`src/rtl/ysyx_22050612_mem_arbiter.sv`:
```
// Two-requester arbiter in front of a single handshaked memory port.
// LSU has priority; the streak counter forces the IFU through after LSU_STREAK_MAX LSU wins.
module ysyx_22050612_mem_arbiter #(
    parameter int AW             = 64,
    parameter int DW             = 64,
    parameter int LSU_STREAK_MAX = 4
) (
    input  logic            clk,
    input  logic            rst,

    input  logic            ifu_req_valid,
    output logic            ifu_req_ready,
    input  logic [AW-1:0]   ifu_addr,
    output logic            ifu_resp_valid,
    output logic [DW-1:0]   ifu_rdata,

    input  logic            lsu_req_valid,
    output logic            lsu_req_ready,
    input  logic [AW-1:0]   lsu_addr,
    input  logic            lsu_wen,
    input  logic [DW-1:0]   lsu_wdata,
    input  logic [DW/8-1:0] lsu_wmask,
    output logic            lsu_resp_valid,
    output logic [DW-1:0]   lsu_rdata,

    output logic            mem_req_valid,
    input  logic            mem_req_ready,
    output logic [AW-1:0]   mem_addr,
    output logic            mem_wen,
    output logic [DW-1:0]   mem_wdata,
    output logic [DW/8-1:0] mem_wmask,
    input  logic            mem_resp_valid,
    input  logic [DW-1:0]   mem_rdata,

    output logic [1:0]      dbg_state
);

    // Handshakes: a transfer happens on a rising edge where valid && ready;
    // valid never depends on ready, and request fields stay stable while valid waits.

    typedef enum logic [1:0] {
        S_IDLE = 2'd0,
        S_REQ  = 2'd1,
        S_RESP = 2'd2
    } state_t;

    localparam logic       OWN_IFU    = 1'b0;
    localparam logic       OWN_LSU    = 1'b1;
    localparam logic [3:0] STREAK_MAX = 4'(LSU_STREAK_MAX);

    state_t     state;
    state_t     state_nxt;
    logic       owner;
    logic [3:0] streak;
    logic       grant_ifu;
    logic       grant_lsu;

    always_ff @(posedge clk) begin
        if (rst) begin
            state <= S_IDLE;
        end else begin
            state <= state_nxt;
        end
    end

    always_comb begin
        state_nxt = state;
        case (state)
            S_IDLE:  if (grant_ifu || grant_lsu) state_nxt = S_REQ;
            S_REQ:   if (mem_req_ready) state_nxt = S_RESP;
            S_RESP:  if (mem_resp_valid) state_nxt = S_IDLE;
            default: state_nxt = S_IDLE;
        endcase
    end

    // LSU wins ties unless the IFU has already been passed over STREAK_MAX times.
    always_comb begin
        grant_ifu = 1'b0;
        grant_lsu = 1'b0;
        if (state == S_IDLE) begin
            if (lsu_req_valid && !(ifu_req_valid && (streak >= STREAK_MAX))) begin
                grant_lsu = 1'b1;
            end else if (ifu_req_valid) begin
                grant_ifu = 1'b1;
            end
        end
        ifu_req_ready = grant_ifu;
        lsu_req_ready = grant_lsu;
        mem_req_valid = (state == S_REQ);
    end

    assign dbg_state = state;

    always_ff @(posedge clk) begin
        if (rst) begin
            streak         <= 4'd0;
            owner          <= OWN_IFU;
            mem_addr       <= '0;
            mem_wen        <= 1'b0;
            mem_wdata      <= '0;
            mem_wmask      <= '0;
            ifu_resp_valid <= 1'b0;
            lsu_resp_valid <= 1'b0;
            ifu_rdata      <= '0;
            lsu_rdata      <= '0;
        end else begin
            ifu_resp_valid <= 1'b0;
            lsu_resp_valid <= 1'b0;

            if (grant_lsu) begin
                if (ifu_req_valid) begin
                    streak <= (streak >= STREAK_MAX) ? streak : streak + 4'd1;
                end else begin
                    streak <= 4'd0;
                end
                owner     <= OWN_LSU;
                mem_addr  <= lsu_addr;
                mem_wen   <= lsu_wen;
                mem_wdata <= lsu_wdata;
                mem_wmask <= lsu_wmask;
            end else if (grant_ifu) begin
                streak    <= 4'd0;
                owner     <= OWN_IFU;
                mem_addr  <= ifu_addr;
                mem_wen   <= 1'b0;
                mem_wdata <= '0;
                mem_wmask <= '0;
            end

            // Response data only lands in the owner's register; the other side holds.
            if ((state == S_RESP) && mem_resp_valid) begin
                if (owner == OWN_LSU) begin
                    lsu_resp_valid <= 1'b1;
                    lsu_rdata      <= mem_rdata;
                end else begin
                    ifu_resp_valid <= 1'b1;
                    ifu_rdata      <= mem_rdata;
                end
            end
        end
    end

endmodule

```
`config.mk`:
```
export PLATFORM = sky130hd
export DESIGN_NAME = ysyx_22050612_mem_arbiter
export DESIGN_NICKNAME = d
export VERILOG_FILES = /design/src/rtl/ysyx_22050612_mem_arbiter.sv
export SDC_FILE = /design/constraint.sdc
export NUM_CORES = 1
export LEC_CHECK = 0
export ABC_AREA = 1
export BUFFER_PORTS_ARGS = -buffer_cell sky130_fd_sc_hd__buf_2
export CAP_MARGIN = 10
export CORE_AREA = 2 2 213 215
export CTS_BUF_LIST = sky130_fd_sc_hd__clkbuf_2
export CTS_CLUSTER_SIZE = 14
export DETAILED_ROUTE_END_ITERATION = 10
export DIE_AREA = 0 0 215 217
export GPL_TIMING_DRIVEN = 0
export MAX_ROUTING_LAYER = met4
export PLACE_DENSITY = 0.56
export SLEW_MARGIN = 20
export SYNTH_ARGS = -nofsm -noshare
export SYNTH_HDL_FRONTEND = slang
export SYNTH_SLANG_ARGS = --single-unit
```
`constraint.sdc`:
```
create_clock -name clk -period 2.6 [get_ports clk]
set_input_delay 0.26 -clock clk [delete_from_list [all_inputs] [get_ports clk]]
set_output_delay 0.26 -clock clk [all_outputs]
set_load 0.02 [all_outputs]
```
==> metrics.yaml, run 1 <==
status: "did not finish"
failed_stage: "4_1_cts"
error: "[ERROR RSZ-0060] Max buffer count reached."
h-tree-depth: 3
ctsResizeCount: 13
die_w_um: 215
pin_count: 543
cts-root-buf: "clkbuf_2"
clockBufferDepth: 3
ys_ff_latch: 274
cts_setup_buffers: 5
ys_seq_area_share_pct: 50.8
port_buffers: 540
place_ws_ps: 436
cts_buffers: 77
hpwl_um: 34800
synth.distinct_cells: 21
syn-cell-area_um2: 10800
holdBufCountCts: 554
synth_top_area_cell: "dfxtp_1"
synthCells: 1486
synthTopCellsByArea: "dfxtp_1 (51%), nand2_1 (14%), a21oi_1 (9.5%)"
clock-sinks: 274
synth_top_cell_area_share_pct: 50.8
dieHeight_um: 217
syn_nets: 1758
num_rows: 78
start_util_pct: 24.2
yosys_warnings: 0
dp.cells: 2626
place_congestion: 0.936
syn_area_per_cell_um2: 7.27
==> logic make-up after synthesis <==
group / share of synthesized area (%)
XOR/XNOR: 0.0811
buffers and inverters: 10.1
flip-flops: 50.8
AND/OR/NAND/NOR: 23.1
adder cells (fa/ha/maj): 0.116
AO/OA/AOI/OAI: 15.8
==> per-stage QoR <==
| stage | util [%] | cell area (um2) |
|---|---|---|
| 2_1_floorplan | - | 10800 |
| 3_3_place_gp | 31.9 | 14300 |
| 3_5_place_dp | 31.9 | 14300 |
==> cell usage after synthesis <==
master / instances
a21oi_1: 206
buf_1: 4
buf_2: 38
buf_4: 11
buf_6: 6
clkbuf_1: 58
dfxtp_1: 274
ha_1: 1
inv_1: 133
inv_2: 4
nand2_1: 411
nand3_1: 3
nand4_1: 66
nor2_1: 136
nor2_2: 2
nor3_1: 1
o211a_1: 1
o211ai_4: 1
o21ai_0: 128
o21ai_2: 1
xor2_1: 1
==> inputs of run 2 (changes only) <==
- CTS_BUF_LIST: sky130_fd_sc_hd__clkbuf_2 -> unset
- CTS_CLUSTER_SIZE: 14 -> unset
- MAX_ROUTING_LAYER: met4 -> unset
- PLACE_DENSITY: 0.56 -> unset
- PLACE_DENSITY_LB_ADDON: unset -> 0.15
==> run 2 against run 1 <==
The run now ends clean. Synthesized area did not move. Synthesized cell count did not move.
==> metrics.yaml, run 2 <==
final_common_cell: "buf_2"
setup_tns_ps: 0
reg2reg_slack_ps: 580
viasPerCell: 4.35
routed_wl_um: 46900
ir_worst_vdd_uv: 498
critPathRequiredTime_ps: 2340
grt_usage_pct: 19.4
synth-xor-area-share_pct: 0.0811
pin_count: 543
worst_slew_pin_slew_ps: 676
min_to: "mem_wdata[53]"
cp.arrival_ps: 2190
cpMostUsedCell: "buf_2"
report.final.slew_viol_count: 0
synthCells: 1486
fin_skew_ps: 21.9
final_cell_mix: "buf_2 (578), nand2_1 (411), dfxtp_1 (274)"
r2r_end: "lsu_rdata[48]"
rsz0062_at_grt: "false"
die_area_um2: 46700
seqCellArea_um2: 5490
post_synth_mux_area_share_pct: 0
stdcell_count: 2822
timing.hold.ws_ps: 38.5
slew_headroom_pct: 54.9
cap_violations: 0
period_share_pct: 94.1
status: "finished, final reports clean"
synth_commonest_cells: "nand2_1 (411), dfxtp_1 (274), a21oi_1 (206)"
cts_buffers: 34
crit_type: "reg -> out"
ys_ff_latch: 274
yosysMostFrequentCell: "nand2_1"
grt_pass1_vias: 12300
synth_top_flop_cell: "dfxtp_1"
clk_latency_ps: 560
synth_edf_count: 0
grt_first_pass_wirelength_um: 70800
grt_max_degree: 14
finalCriticalPeriod_ps: 2450
multiInputGateArea_um2: 4230
area_growth_pct: 55.3
start_util_pct: 24.2
setup_viol: 0
crit_path_max_incr_delay_ps: 360
p_leak_nw: 8.34
synthTopCellsByArea: "dfxtp_1 (51%), nand2_1 (14%), a21oi_1 (9.5%)"
syn_nets: 1758
crit_buf_inv: 4
cpMaxStageDelayCell: "dfxtp_1"
clock-sinks: 274
synth.distinct_cells: 21
tritoncts: "built"
start_kind: "flop"
cp-end-kind: "output pin"
cts-root-buf: "clkbuf_16"
dr.pass1.iters: 5
synth_top_family_by_area: "simple AND/OR/NAND/NOR gates"
cts_setup_buffers: 0
place_congestion: 0.873
dp.cells: 2626
hpwl_um: 36000
clockBufferDepth: 3
num_rows: 78
reg2reg_depth: 7
first_iter_violations: 680
hold_class: "in -> reg"
cp_top_family: "buffers and inverters"
vias: 12300
synth-simple-area-share_pct: 23.1
die_w_um: 215
syn_area_per_cell_um2: 7.27
fillers: 4881
synth_top_cell_area_share_pct: 50.8
p_total_mw: 11.7
h-tree-depth: 2
grt_antenna_before_repair: 3
holdPathStages: 3
cp_cell_sequence: "inv_2 > nand2_1 > nor2_2 > buf_2 > inv_1 > a21oi_1 > buf_2"
syn-cell-area_um2: 10800
synthArstFlopShare_pct: 0
synth_compound_area_share_pct: 15.8
startpoint: "dbg_state[0]"
synthAdderAreaFrac_pct: 0.116
layout-drive-gt1-share_pct: 29.6
ys_seq_area_share_pct: 50.8
hold_viol: 0
hold_start: "lsu_wdata[53]"
synth_top_area_cell: "dfxtp_1"
overflow: 0
port_buffers: 540
p_per_area_nw_per_um2: 699
crit_fanout: 10
yosys_warnings: 0
ant_nets: 0
fmax_mhz: 409
final_nets: 2471
dieHeight_um: 217
post-route-drc-count: 0
worstReg2RegStart: "dbg_state[1]"
cts.clk_slew.worst_paths_ps: 60
wl_per_cell_um: 16.6
core-area_um2: 44700
-- run 2: how the worst max path moves through the flow --
stage               endpoint  slack (ps)  depth (start not counted)
6_report       ifu_req_ready         150                          7
4_1_cts        ifu_req_ready          80                          7
3_5_place_dp     mem_addr[1]         580                          4
5_1_grt        ifu_req_ready          30                          7
2_1_floorplan  ifu_req_ready        1030                          6
3_3_place_gp   lsu_rdata[48]         630                          7
-- run 2: kinds of logic after synthesis --
logic type	after synthesis
flip-flops	274
AND/OR/NAND/NOR	619
AO/OA/AOI/OAI	337
adder cells (fa/ha/maj)	1
XOR/XNOR	1
buffers and inverters	254
-- run 2: layout make-up --
cell class | instances | share of cell area [%]
Sequential cell | 274 | 32.7
Multi-Input combinational cell | 958 | 25.2
Timing Repair Buffer | 677 | 24.3
Clock buffer | 47 | 5.90
Tap cell | 600 | 4.47
Buffer | 117 | 3.42
Inverter | 137 | 3.06
Clock inverter | 11 | 0.940
Antenna cell | 1 | 0.0149
-- run 2: per-layer routing --
layer	vias to the layer above	share of wire, %	track usage [%]
met5	-	0.028	0
met4	2	1.6	4.87
met3	40	7.7	5.79
met2	399	49	34.7
met1	5676	42	22.6
li1	6164	-	-
-- run 2: tightest hold or removal path, stage by stage --
cell and delay [ps]:
buf_2 100, nand2_1 90, a21oi_1 70
-- run 2: stage by stage --
stage	cell area [um2]	setup slack, ps	util [%]
6_report	16800	152	37.5
4_1_cts	16800	76.1	37.5
3_5_place_dp	14300	583	31.9
2_1_floorplan	10800	1030	-
3_3_place_gp	14300	627	31.9
5_1_grt	16800	25.3	37.5
-- run 2: what timing repair did --
item | CTS | global route
gates resized for setup | 0 | 0
hold endpoints to repair | 174 | 0
hold buffers | 137 | 0
-- run 2: power breakdown --
group	total (mW)	internal [mW]	leakage, nW	switching (mW)
Combinational	2.21	0.821	5.54	1.39
Clock	4.90	2.97	0.559	1.94
Sequential	4.62	4.48	2.24	0.140
Total	11.7	8.26	8.34	3.46
Note: power is estimated with default switching activity, not from simulation.
